<file path="config.mk">
export PLATFORM = sky130hd
export DESIGN_NAME = wshb_mire
export DESIGN_NICKNAME = d
export VERILOG_FILES = /design/src/rtl/wshb_mire.sv
export SDC_FILE = /design/constraint.sdc
export NUM_CORES = 1
export LEC_CHECK = 0
export ABC_AREA = 1
export BUFFER_PORTS_ARGS = -buffer_cell sky130_fd_sc_hd__buf_2
export CAP_MARGIN = 20
export CORE_MARGIN = 2
export CORE_UTILIZATION = 50
export DETAILED_ROUTE_END_ITERATION = 8
export MAX_ROUTING_LAYER = met4
export PLACE_DENSITY = 0.74
export SLEW_MARGIN = 20
export SYNTH_ARGS = -nofsm -noshare
export SYNTH_HDL_FRONTEND = slang
export SYNTH_SLANG_ARGS = --single-unit
</file>
<file path="constraint.sdc">
create_clock -name sys_clk -period 2.3 [get_ports sys_clk]
set_input_delay 0.345 -clock sys_clk [delete_from_list [all_inputs] [get_ports sys_clk]]
set_output_delay 0.345 -clock sys_clk [all_outputs]
set_load 0.1 [all_outputs]
</file>
<file path="src/rtl/wshb_mire.sv">
`default_nettype none
// ============================================================================
// Module   : wshb_mire
// Brief    : Wishbone master that keeps writing a grid test pattern into the
//            SDRAM framebuffer, yielding the bus after every burst.
// Revision : 1.0 - initial release
// ============================================================================
module wshb_mire #(
    parameter int          HDISP    = 800,
    parameter int          VDISP    = 480,
    parameter int          BURST    = 64,
    parameter int          GRID     = 16,
    parameter logic [31:0] COLOR_FG = 32'h00FFFFFF,
    parameter logic [31:0] COLOR_BG = 32'h00000000
) (
    input  logic        sys_clk,
    input  logic        sys_rst,
    input  logic        enable,
    output logic        wshb_cyc,
    output logic        wshb_stb,
    output logic        wshb_we,
    output logic [31:0] wshb_adr,
    output logic [31:0] wshb_dat_ms,
    output logic [3:0]  wshb_sel,
    output logic [2:0]  wshb_cti,
    output logic [1:0]  wshb_bte,
    input  logic        wshb_ack,
    input  logic        wshb_err,
    input  logic        wshb_rty,
    output logic        frame_done
);

    localparam int c_XW = (HDISP > 1) ? $clog2(HDISP) : 1;
    localparam int c_YW = (VDISP > 1) ? $clog2(VDISP) : 1;
    localparam int c_BW = (BURST > 1) ? $clog2(BURST) : 1;

    localparam logic [c_XW-1:0] c_X_LAST     = c_XW'(HDISP - 1);
    localparam logic [c_YW-1:0] c_Y_LAST     = c_YW'(VDISP - 1);
    localparam logic [c_BW-1:0] c_BURST_LAST = c_BW'(BURST - 1);
    localparam logic [31:0]     c_GRID_MASK  = 32'(GRID - 1);

    typedef enum logic [1:0] {
        S_IDLE  = 2'd0,
        S_WRITE = 2'd1,
        S_PAUSE = 2'd2
    } state_t;

    state_t            r_state;
    logic [c_XW-1:0]   r_x;
    logic [c_YW-1:0]   r_y;
    logic [31:0]       r_adr;
    logic [31:0]       r_dat;
    logic [c_BW-1:0]   r_burst;
    logic              r_cyc;
    logic              r_stb;
    logic              r_frame_done;

    logic              w_x_last;
    logic              w_y_last;
    logic              w_frame_last;
    logic              w_burst_last;
    logic              w_done;
    logic              w_retry;
    logic [c_XW-1:0]   w_x_next;
    logic [c_YW-1:0]   w_y_next;
    logic [31:0]       w_adr_next;

    // GRID is a power of two, so the modulo reduces to a mask of the low bits.
    function automatic logic [31:0] f_pattern(input logic [c_XW-1:0] px,
                                              input logic [c_YW-1:0] py);
        logic on_line;
        on_line = ((32'(px) & c_GRID_MASK) == 32'd0) ||
                  ((32'(py) & c_GRID_MASK) == 32'd0);
        return on_line ? COLOR_FG : COLOR_BG;
    endfunction

    always_comb begin
        w_x_last     = (r_x == c_X_LAST);
        w_y_last     = (r_y == c_Y_LAST);
        w_frame_last = w_x_last && w_y_last;
        w_x_next     = w_x_last ? '0 : r_x + 1'b1;
        if (!w_x_last)
            w_y_next = r_y;
        else if (w_y_last)
            w_y_next = '0;
        else
            w_y_next = r_y + 1'b1;
        w_adr_next   = w_frame_last ? 32'd0 : r_adr + 32'd4;
        w_burst_last = (r_burst == c_BURST_LAST);
        w_done       = wshb_ack | wshb_err;
        w_retry      = wshb_rty & ~w_done;
    end

    always_ff @(posedge sys_clk or posedge sys_rst) begin
        if (sys_rst) begin
            r_state      <= S_IDLE;
            r_x          <= '0;
            r_y          <= '0;
            r_adr        <= 32'd0;
            r_dat        <= f_pattern('0, '0);
            r_burst      <= '0;
            r_cyc        <= 1'b0;
            r_stb        <= 1'b0;
            r_frame_done <= 1'b0;
        end else begin
            r_frame_done <= 1'b0;
            case (r_state)
                S_IDLE: begin
                    if (enable) begin
                        r_state <= S_WRITE;
                        r_cyc   <= 1'b1;
                        r_stb   <= 1'b1;
                    end
                end
                S_WRITE: begin
                    // err counts as completion: the pixel is simply dropped.
                    if (w_done) begin
                        r_x          <= w_x_next;
                        r_y          <= w_y_next;
                        r_adr        <= w_adr_next;
                        r_dat        <= f_pattern(w_x_next, w_y_next);
                        r_frame_done <= w_frame_last;
                        if (w_burst_last) begin
                            r_burst <= '0;
                            r_state <= S_PAUSE;
                            r_cyc   <= 1'b0;
                            r_stb   <= 1'b0;
                        end else begin
                            r_burst <= r_burst + 1'b1;
                            if (!enable) begin
                                r_state <= S_IDLE;
                                r_cyc   <= 1'b0;
                                r_stb   <= 1'b0;
                            end
                        end
                    end else if (w_retry) begin
                        r_state <= S_PAUSE;
                        r_cyc   <= 1'b0;
                        r_stb   <= 1'b0;
                    end
                end
                S_PAUSE: begin
                    if (enable) begin
                        r_state <= S_WRITE;
                        r_cyc   <= 1'b1;
                        r_stb   <= 1'b1;
                    end else begin
                        r_state <= S_IDLE;
                    end
                end
                default: begin
                    r_state <= S_IDLE;
                    r_cyc   <= 1'b0;
                    r_stb   <= 1'b0;
                end
            endcase
        end
    end

    assign wshb_cyc    = r_cyc;
    assign wshb_stb    = r_stb;
    assign wshb_we     = 1'b1;
    assign wshb_adr    = r_adr;
    assign wshb_dat_ms = r_dat;
    assign wshb_sel    = 4'hF;
    assign wshb_cti    = 3'b000;
    assign wshb_bte    = 2'b00;
    assign frame_done  = r_frame_done;

endmodule
`default_nettype wire

</file>
# [Word-level counts from Yosys, hierarchy flattened]
# Cells that the tools add are included.
[op_classes] addsub=4 multipliers=0 div_mod_pow=0 order_cmp=0 eq_ne=9 n_shift=0 muxes=21 bitwise=3 n_reduce_logical=10
[op_table] cell="logical NOT 32 bit" count=2
[op_table] cell="adder 32 x 3 -> 32 bit (second input constant)" count=1
[op_table] cell="two-way mux 32 bit" count=1
[op_table] cell="two-way mux 24 bit" count=1
[op_table] cell="adder 10 x 1 -> 10 bit (second input constant)" count=1
[op_table] cell="equality test 10 bit (second input constant)" count=1
[op_table] cell="two-way mux 10 bit" count=1
[op_table] cell="two-way mux 2 bit" count=5
[op_table] cell="adder 9 x 1 -> 9 bit (second input constant)" count=1
[op_table] cell="equality test 9 bit (second input constant)" count=1
[op_table] cell="two-way mux 9 bit" count=1
[op_table] cell="AND reduction 3 bit" count=3
[op_table] cell="two-way mux 1 bit" count=8
[op_table] cell="adder 6 x 1 -> 6 bit (second input constant)" count=1
[op_table] cell="equality test 6 bit (second input constant)" count=1
[op_table] cell="two-way mux 6 bit" count=1
[op_table] cell="one-hot mux 2 bit (3 select lines)" count=1
[op_table] cell="two-way mux 4 bit" count=1
[op_table] cell="inequality test 4 bit (second input constant)" count=1
[op_table] cell="inequality test 3 bit (second input constant)" count=1
[op_table] cell="equality test 2 x 1 -> 1 bit (second input constant)" count=1
[op_table] cell="equality test 2 bit (second input constant)" count=1
[op_table] cell="logical NOT 2 bit" count=1
[op_table] cell="inequality test 2 x 1 -> 1 bit (second input constant)" count=1
[op_table] cell="other kinds (9)" count=9
[word_totals] register_bits=93 latch_bits=0 ram_bits=0 mem_bits_ro=0 input_bits=6 out_inout_bits=77 word_cells=56 mem_count=0

# [Longest topological paths before layout]
# Gate-level depths: netlist of the first run.
[depth] ltp_word=6 depth_mapped=11 ltp_nobuf=11

# [Worst setup path after synthesis of the first run]
# Ideal clock, no wire load.
[synth_path] path_type="flip-flop to flip-flop" startpoint="register r_adr[3], in the netlist wshb_adr[3]" endpoint="register r_adr[12], in the netlist wshb_adr[12]" arrival_ps=2114 t_required_ps=2215 setup_slack_ps=101 stages_incl_launch_ff=10 path_cell_list="dfrtp_1 > ha_1 > nand3_1 > nor2_1 > nand2_1 > nor2_1 > nand2_1 > nand2_1 > nand2_1 > a31oi_1"
[synth_between] elab_chain_len=2
[synth_rtl] element="start, declared" line="51" text="logic [31:0] r_adr;"
[synth_rtl] element="start signal, assigned" line="120" text="r_adr <= w_adr_next;"
[synth_rtl] element="adder 32 x 3 -> 32 bit" line="88" text="w_adr_next = w_frame_last ? 32'd0 : r_adr + 32'd4;"
[synth_rtl] element="two-way mux 32 bit" line="88"
# No other way between the ends.
# A chain may end at the register's enable or synchronous reset.

# [Final worst setup path of the first run]
[layout_path] startpoint="register r_x[0]" endpoint="register r_adr[25], in the netlist wshb_adr[25]"
[layout_between] elab_chain_len=3
[layout_rtl] element="start, declared" line="49" text="logic [c_XW-1:0] r_x;"
[layout_rtl] element="start signal, assigned" line="118" text="r_x <= w_x_next;"
[layout_rtl] element="equality test 10 bit" line="78" text="w_x_last = (r_x == c_X_LAST);"
[layout_rtl] element="logical AND 1 bit" line="80" text="w_frame_last = w_x_last && w_y_last;"
[layout_rtl] element="two-way mux 32 bit" line="88"
# No other way between the ends.

==> results.sh, run 1 <==
export IMPL_first_pass_iters=5
export IMPL_final_common_cell="nand2_1"
export IMPL_die_w_um=91.0
export IMPL_final_period_utilization=0.853
export IMPL_drtAntennaViolNets=0
export IMPL_die_y_um=91.0
export IMPL_grt_first_pass_wirelength_um=13800
export IMPL_synth_avg_cell_area_um2=7.24
export IMPL_cts_root_buf="clkbuf_8"
export IMPL_routed_wl_um=8160
export IMPL_slew_viol_final=0
export IMPL_dpl_hpwl_um=5970
export IMPL_setup_ws_ns=0.339
export IMPL_grt_max_degree=40
export IMPL_status="finished clean"
export IMPL_clk_latency_ns=0.34
export IMPL_synth_seq_cells=60
export IMPL_viasPerCell=4.93
export IMPL_cp_end_kind="flip-flop"
export IMPL_route_detailed_wl_per_inst_um=12.2
export IMPL_crit_fanout=13
export IMPL_skew_ns=0.0103
export IMPL_ctsHoldBuffers=0
export IMPL_grt_pass1_vias=3071
export IMPL_core_area_um2=7290
export IMPL_cp_arrival_ns=2.18
export IMPL_overflow=0
export IMPL_grtUsageTotal=0.211
export IMPL_clock_sinks=60
export IMPL_yosys_area_top_type="dfrtp_1"
export IMPL_synthFlopType="dfrtp_1"
export IMPL_antenna_found_initial=0
export IMPL_crit_path_start_kind="flip-flop"
export IMPL_worst_ir_drop_vdd_mv=1.32
export IMPL_postCtsSetupRepairBufs=0
export IMPL_io_pins=83
export IMPL_dp_slack_ns=0.365
export IMPL_syn_area_um2=3780
export IMPL_gp_congestion=0.884
export IMPL_dr_total_vias=3300
export IMPL_drt_iter0_markers=208
export IMPL_yosys_area_top_type_share=0.390
export IMPL_drc=0
export IMPL_syn2layout_area_growth_pct=9.40
export IMPL_rsz0062_at_grt="false"
export IMPL_cp_required_ns=2.52
export IMPL_fin_setup_tns_ns=0
export IMPL_std_cell_rows=31
export IMPL_final_net_count=577
export IMPL_timing_fmax_ghz=0.510
export IMPL_layout_min_cycle_time_ns=1.96
export IMPL_post_dp_cell_area_um2=3960
export IMPL_placement_io_buffers=62
export IMPL_post_cts_resized=0
export IMPL_numCtsBuffers=9
export IMPL_clk_pin_slew_worst_paths_ns=0.07
export IMPL_p_leak_uw=0.00215
export IMPL_cts_buffer_depth=2
export IMPL_setup_violations=0
export IMPL_holdCritPathClass="in2async"
export IMPL_path_class="reg2reg"
export IMPL_ys_warn_count=0
export IMPL_syn_inst=522
export IMPL_antenna_cells=0
export IMPL_cap_violations=0
export IMPL_synth_edf_count=0
export IMPL_final_cell_mix="131 x nand2_1, 78 x nor2_1, 62 x buf_2"
export IMPL_async_reset_ff_frac=1.00
export IMPL_powerDensity_nw_per_um2=1320
export IMPL_final_cell_area_um2=4140
export IMPL_netlist_top_cells_area="dfrtp_1 39%, nand2_1 13%, buf_4 8.7%"
export IMPL_yosysSeqAreaShare=0.397
export IMPL_h_tree_depth=3
export IMPL_worst_hold_slack_ns=0.0180
export IMPL_die_area_um2=8270
export IMPL_layout_drive_gt1_share=0.189
export IMPL_yosysUniqueCellTypes=39
export IMPL_fillers=721
export IMPL_finalHoldViolCount=0
export IMPL_start_util=0.519
export IMPL_cts_tree="done"
export IMPL_finalPower_uw=5450
==> power breakdown <==
| group | internal, uW | switching [uW] | leakage (uW) | total [uW] |
|---|---|---|---|---|
| Clock | 439 | 423 | 0.0000872 | 862 |
| Combinational | 418 | 2690 | 0.00134 | 3110 |
| Sequential | 1250 | 231 | 0.000719 | 1480 |
==> through the flow <==
stage                     cells   util
after detailed placement    655  0.543
after global placement      655  0.543
after floorplan             540      -
final                       670  0.567
after CTS                   670  0.567
after global routing        670  0.567
==> synth_stat cells, drive strengths merged (4+ instances only) <==
cell and n:
o21ai 24, inv 63, buf 50, a21oi 9
nor3 12, ha 4, xor2 6, nand3 34
xnor2 4, dfrtp 59, nand2 137, nand4 13
nor2 88
==> registers in the layout (all words and copies together) (netlist names) <==
signal,flops
frame_done,1
r_burst,6
r_state,2
r_x,10
r_y,9
wshb_adr,30
wshb_dat_ms,1
wshb_stb,1
==> final cells by class <==
cell class,instances,area (um2),share of cell area
tap,99,124,0.0299
clock buffer,11,151,0.0366
timing repair buffer,66,353,0.0853
inverter,63,236,0.0572
multi-input combinational,367,1740,0.422
clock inverter,4,25.0,0.00605
sequential,60,1500,0.363
==> critical path: stages, from the launching register on <==
cell and delay (ns):
dfrtp_1 0.44, ha_1 0.22, nand2_2 0.10, nor2_4 0.11, inv_2 0.05, nor2_4 0.14
nand2_4 0.11, nor2_4 0.30, inv_2 0.18, o21ai_0 0.12, a21oi_1 0.06
==> worst paths after layout <==
path | start | to | slack [ns] | cells after the start
setup / recovery | r_x[0] | wshb_adr[25] | 0.34 | 10
hold / removal | sys_rst | r_y[7] | 0.02 | 2
setup reg to reg | r_x[0] | wshb_adr[25] | 0.34 | 10
hold reg to reg | r_burst[4] | r_burst[4] | 0.50 | 1
max in group asynchronous | sys_rst | wshb_dat_ms[22] | 1.64 | 3
min in group sys_clk | wshb_rty | r_state[0] | 0.33 | 4
==> per-layer routing <==
metal	routed length, um	global-route usage	part of all wire
met1	3930	0.274	0.48
met2	3690	0.327	0.45
met3	403	0.0407	0.049
met4	125	0.0871	0.015
met5	0	-	0
==> kinds of logic after synthesis <==
logic type	count (synthesis)	share of synthesized area
simple gates	290	0.341
buf+inv	113	0.159
flops	60	0.397
compound gates	43	0.0635
xor+xnor	10	0.0232
fa+ha+maj	4	0.0132
other cells	2	0.00199
Note: power is estimated with default switching activity, not from simulation.
==> run 2: changes to the inputs <==
--- a/config.mk
+++ b/config.mk
@@ -5,14 +5,13 @@
 export SDC_FILE = /design/constraint.sdc
 export NUM_CORES = 1
 export LEC_CHECK = 0
-export ABC_AREA = 1
 export BUFFER_PORTS_ARGS = -buffer_cell sky130_fd_sc_hd__buf_2
 export CAP_MARGIN = 20
 export CORE_MARGIN = 2
 export CORE_UTILIZATION = 50
 export DETAILED_ROUTE_END_ITERATION = 8
 export MAX_ROUTING_LAYER = met4
-export PLACE_DENSITY = 0.74
+export PLACE_DENSITY = 0.76
 export SLEW_MARGIN = 20
 export SYNTH_ARGS = -nofsm -noshare
 export SYNTH_HDL_FRONTEND = slang
==> results.sh, run 2 <==
export IMPL_antenna_found_initial=0
export IMPL_clk_latency_ns=0.34
export IMPL_p_seq_frac=0.335
export IMPL_swShare=0.505
export IMPL_netlist_top_cells_area="dfrtp_1 44%, buf_4 9.9%, xor2_1 6.8%"
export IMPL_core_area_um2=6420
export IMPL_grtUsageTotal=0.191
export IMPL_postCtsSetupRepairBufs=0
export IMPL_use_met2=0.296
export IMPL_final_common_cell="buf_2"
export IMPL_r2r_start="r_y[0]"
export IMPL_final_cell_mix="62 x buf_2, 45 x nand2_1, 41 x dfrtp_1"
export IMPL_gp_congestion=0.833
export IMPL_fillers=557
export IMPL_routed_wl_um=6350
export IMPL_multi_input_area_um2=1520
export IMPL_ys_warn_count=0
export IMPL_io_pins=83
export IMPL_violations="design-rule violations"
export IMPL_final_period_utilization=0.906
export IMPL_first_pass_iters=9
export IMPL_yosys_area_top_type="dfrtp_1"
export IMPL_die_area_um2=7360
export IMPL_dpl_hpwl_um=4450
export IMPL_grt_max_degree=61
export IMPL_ctsHoldBuffers=0
export IMPL_netlist_top_cells_count="59 x dfrtp_1, 45 x nand2_1, 44 x buf_4"
export IMPL_holdCritPathClass="in2async"
export IMPL_status="finished, violations left"
export IMPL_layout_drive_gt1_share=0.294
export IMPL_skew_ns=0.00699
export IMPL_drtAntennaViolNets=0
export IMPL_finalHoldViolCount=0
export IMPL_powerDensity_nw_per_um2=1140
export IMPL_rsz0062_at_grt="false"
export IMPL_regArea_um2=1530
export IMPL_die_y_um=85.8
export IMPL_placement_io_buffers=62
export IMPL_antenna_cells=0
export IMPL_dpl_cell_count=472
export IMPL_yosysSeqAreaShare=0.449
export IMPL_worst_ir_drop_vdd_mv=0.834
export IMPL_grt_first_pass_wirelength_um=10900
export IMPL_clock_sinks=60
export IMPL_route_detailed_wl_per_inst_um=13.0
export IMPL_syn2layout_area_growth_pct=12.6
export IMPL_cap_violations=0
export IMPL_numCtsBuffers=9
export IMPL_p_leak_uw=0.00184
export IMPL_async_reset_ff_frac=1.00
export IMPL_final_util=0.586
export IMPL_synthFlopType="dfrtp_1"
export IMPL_drc=7
export IMPL_layout_min_cycle_time_ns=2.08
export IMPL_p_sw_uw=2160
export IMPL_timing_fmax_ghz=0.480
export IMPL_worstMarginPinSlew_ns=0.701
export IMPL_finalPower_uw=4290
export IMPL_drt_iter0_markers=122
export IMPL_grt_pass1_vias=2386
export IMPL_largest_reg_flops=30
export IMPL_synth_avg_cell_area_um2=9.35
export IMPL_cp_arrival_ns=2.30
export IMPL_startpoint="r_y[0]"
export IMPL_grt_util_met1=0.238
export IMPL_clock_power_share=0.244
export IMPL_cts_root_buf="clkbuf_8"
export IMPL_yosys_area_top_type_share=0.441
export IMPL_post_cts_resized=0
export IMPL_crit_path_start_kind="flip-flop"
export IMPL_synth_most_common_cell="dfrtp_1"
export IMPL_cts_buffer_depth=2
export IMPL_cp_end_kind="flip-flop"
export IMPL_final_cells=488
export IMPL_dr_total_vias=2583
export IMPL_syn_inst=358
export IMPL_yosysUniqueCellTypes=46
export IMPL_synth_edf_count=0
export IMPL_start_util=0.521
export IMPL_std_cell_rows=29
export IMPL_top_usage_layer="met2"
export IMPL_clk_pin_slew_worst_paths_ns=0.07
export IMPL_slew_viol_final=0
export IMPL_overflow=0
export IMPL_synth_seq_cells=60
export IMPL_die_w_um=85.8
export IMPL_fin_setup_tns_ns=0
export IMPL_slew_headroom=0.528
export IMPL_power_internal_uw=2120
export IMPL_p_comb_frac=0.421
export IMPL_final_net_count=416
export IMPL_syn_area_um2=3350
export IMPL_globalRouteMet3Util=0.0587
export IMPL_h_tree_depth=3
export IMPL_crit_fanout=6
export IMPL_cp_required_ns=2.51
export IMPL_setup_violations=0
export IMPL_cts_tree="done"
export IMPL_path_class="reg2reg"
export IMPL_viasPerCell=5.29
[run 2: cell type report]
class / instances / area share
timing repair buffer: 72 / 0.106
sequential: 60 / 0.405
clock inverter: 4 / 0.0193
inverter: 3 / 0.00299
multi-input combinational: 260 / 0.403
tap: 77 / 0.0256
clock buffer: 12 / 0.0385
[run 2: through the flow]
| stage | instance area, um2 | setup slack, ns | hold slack [ns] |
|---|---|---|---|
| after floorplan | 3440 | 0.109 | 0.450 |
| after global placement | 3550 | 0.298 | 0.430 |
| after detailed placement | 3550 | 0.216 | 0.437 |
| after CTS | 3770 | 0.212 | 0.0576 |
| after global routing | 3770 | 0.0940 | 0.0856 |
| final | 3770 | 0.216 | 0.0536 |
[run 2: kinds of logic after synthesis]
group	synth area share
xor gates and xnor gates	0.0942
muxes	0.00337
adders and majority gates	0.0150
other	0.00224
DFF	0.449
and+or+nand+nor	0.258
AOI/OAI and AO/OA	0.0610
buffers and inverters	0.117
[run 2: layer usage]
metal | part of all wire | up-vias
li1 | - | 1263
met1 | 0.46 | 1231
met2 | 0.48 | 85
met3 | 0.054 | 4
met4 | 0.0077 | 0
met5 | 0 | -
[run 2: path summary, 6_finish.rpt]
| check | endpoint | slack [ns] | cells past startpoint |
|---|---|---|---|
| max in group asynchronous | wshb_adr[11] | 1.95 | 3 |
| min in group sys_clk | r_state[1] | 0.26 | 3 |
| worst min register to register | r_burst[5] | 0.48 | 1 |
| worst max-delay path | r_y[3] | 0.22 | 7 |
| worst max register to register | r_y[3] | 0.22 | 7 |
| worst min-delay path | r_y[3] | 0.05 | 3 |
[run 2: power by group through the flow]
stage	logic (uW)	clock network, uW	registers [uW]
finish	1800	1050	1430
floorplan	1350	0	1810
detailed placement	1810	0	1450
global route	1880	1120	1460
global placement	1810	0	1440
CTS	1810	1070	1430
[run 2: worst max-delay path: stages, from the launching register on]
cell and delay, ns:
dfrtp_1 0.41, ha_1 0.20, nand4_1 0.17, or4b_1 0.61
buf_4 0.20, and2_0 0.14, o21ai_0 0.14, o31ai_1 0.09
==> run 3: changes to the inputs <==
--- a/config.mk
+++ b/config.mk
@@ -10,8 +10,9 @@
 export CORE_MARGIN = 2
 export CORE_UTILIZATION = 50
 export DETAILED_ROUTE_END_ITERATION = 8
+export HOLD_SLACK_MARGIN = 0.08
 export MAX_ROUTING_LAYER = met4
-export PLACE_DENSITY = 0.76
+export PLACE_DENSITY = 0.79
 export SLEW_MARGIN = 20
 export SYNTH_ARGS = -nofsm -noshare
 export SYNTH_HDL_FRONTEND = slang
==> constraint.sdc (replaced) <==
create_clock -name sys_clk -period 2.3 [get_ports sys_clk]
set_input_delay 0.23 -clock sys_clk [delete_from_list [all_inputs] [get_ports sys_clk]]
set_output_delay 0.23 -clock sys_clk [all_outputs]
set_load 0.1 [all_outputs]
==> results.sh, run 3 (synthesis results as in run 2) <==
export IMPL_h_tree_depth=3
export IMPL_final_period_utilization=0.901
export IMPL_die_y_um=85.8
export IMPL_met1_length_um=2890
export IMPL_skew_ns=0.0115
export IMPL_grt_pass1_vias=2331
export IMPL_antenna_cells=0
export IMPL_cts_root_buf="clkbuf_8"
export IMPL_std_cell_rows=29
export IMPL_cts_buffer_depth=2
export IMPL_highest_layer="met4"
export IMPL_io_pins=83
export IMPL_drt_iter0_markers=170
export IMPL_drc=6
export IMPL_grt_max_degree=61
export IMPL_cp_required_ns=2.52
export IMPL_path_cells="ha_1 -> nand4_1 -> or4b_1 -> nor3_4 -> buf_4 -> nor2_1"
export IMPL_timing_fmax_ghz=0.482
export IMPL_largest_reg_flops=30
export IMPL_final_cell_mix="62 x buf_2, 45 x nand2_1, 41 x dfrtp_1"
export IMPL_powerDensity_nw_per_um2=1140
export IMPL_drtAntennaViolNets=0
export IMPL_slew_viol_final=0
export IMPL_postCtsSetupRepairBufs=0
export IMPL_violations="design-rule violations"
export IMPL_cp_arrival_ns=2.29
export IMPL_worst_ir_drop_vdd_mv=1.24
export IMPL_syn2layout_area_growth_pct=11.7
export IMPL_cts_tree="done"
export IMPL_cap_violations=0
export IMPL_die_area_um2=7360
export IMPL_route_detailed_wl_per_inst_um=13.2
export IMPL_setup_violations=0
export IMPL_clk_latency_ns=0.34
export IMPL_layout_drive_gt1_share=0.295
export IMPL_core_area_um2=6420
export IMPL_rsz0062_at_grt="false"
export IMPL_clk_pin_slew_worst_paths_ns=0.07
export IMPL_p_leak_uw=0.00183
export IMPL_critPathTopFamily="simple AND/OR/NAND/NOR gates"
export IMPL_dr_total_vias=2565
export IMPL_final_cells=487
export IMPL_worstMarginPinSlew_ns=0.742
export IMPL_viasPerCell=5.27
export IMPL_holdCritPathClass="in2async"
export IMPL_placement_io_buffers=62
export IMPL_path_class="reg2reg"
export IMPL_grt_first_pass_wirelength_um=10900
export IMPL_cp_end_kind="flip-flop"
export IMPL_antenna_found_initial=0
export IMPL_start_util=0.521
export IMPL_crit_fanout=16
export IMPL_first_pass_iters=9
export IMPL_slowest_delay_ns=0.61
export IMPL_fin_setup_tns_ns=0
export IMPL_final_common_cell="buf_2"
export IMPL_routed_wl_um=6440
export IMPL_gp_congestion=0.841
export IMPL_finalHoldViolCount=0
export IMPL_wl_met2_um=3160
export IMPL_dpl_cell_count=471
export IMPL_dr_wl_met3_um=347
export IMPL_ctsHoldBuffers=0
export IMPL_overflow=0
export IMPL_layout_min_cycle_time_ns=2.07
export IMPL_slew_headroom=0.505
export IMPL_crit_path_start_kind="flip-flop"
export IMPL_die_w_um=85.8
export IMPL_final_net_count=415
export IMPL_slowest_stage="or4b_1"
export IMPL_dpl_hpwl_um=4480
export IMPL_final_util=0.582
export IMPL_post_cts_resized=0
export IMPL_status="finished, violations left"
export IMPL_numCtsBuffers=9
export IMPL_clock_sinks=60
export IMPL_path_buf_inv=1
export IMPL_grtUsageTotal=0.193
[run 3: path summary, 6_finish.rpt]
check | start | to | slack [ns] | cells after the start
setup / recovery | r_y[0] | wshb_adr[11] | 0.23 | 6
hold / removal | sys_rst | r_y[4] | 0.09 | 3
setup reg to reg | r_y[0] | wshb_adr[11] | 0.23 | 6
hold reg to reg | r_state[0] | wshb_stb | 0.50 | 1
max in group asynchronous | sys_rst | wshb_adr[20] | 1.66 | 3
min in group sys_clk | enable | r_state[0] | 0.17 | 2
[run 3: metal layers]
layer | vias up | track usage
li1 | 1256 | -
met1 | 1226 | 0.252
met2 | 77 | 0.291
met3 | 6 | 0.0558
met4 | 0 | 0.0606
met5 | - | -
[run 3: per-stage QoR]
step	setup WS (ns)	hold slack (ns)	instance area, um2	power (uW)
6_report	0.227	0.0914	3740	4260
5_1_grt	0.0780	0.166	3740	4420
4_1_cts	0.222	0.115	3740	4280
3_5_place_dp	0.230	0.484	3530	3270
3_3_place_gp	0.298	0.470	3530	3240
2_1_floorplan	0.109	0.378	3440	3160
[run 3: power by group]
group	total (uW)	leakage [uW]	switching, uW	internal [uW]
clock	1000	0.000110	400	602
sequential	1440	0.000772	220	1220
combinational	1810	0.000952	1550	262
[run 3: cell type report]
class                   instances  area, um2
clock buffers                  10        128
clock inverters                 6       80.1
fillers                       541       2690
inverters                       3       11.3
multi-input cells             260       1520
flip-flops and latches         60       1530
well taps                      77       96.3
repair buffers                 71        378
[run 3: tightest hold or removal path, stage by stage]
cell   delay (ns)
buf_2        0.10
inv_2        0.03
buf_4        0.57
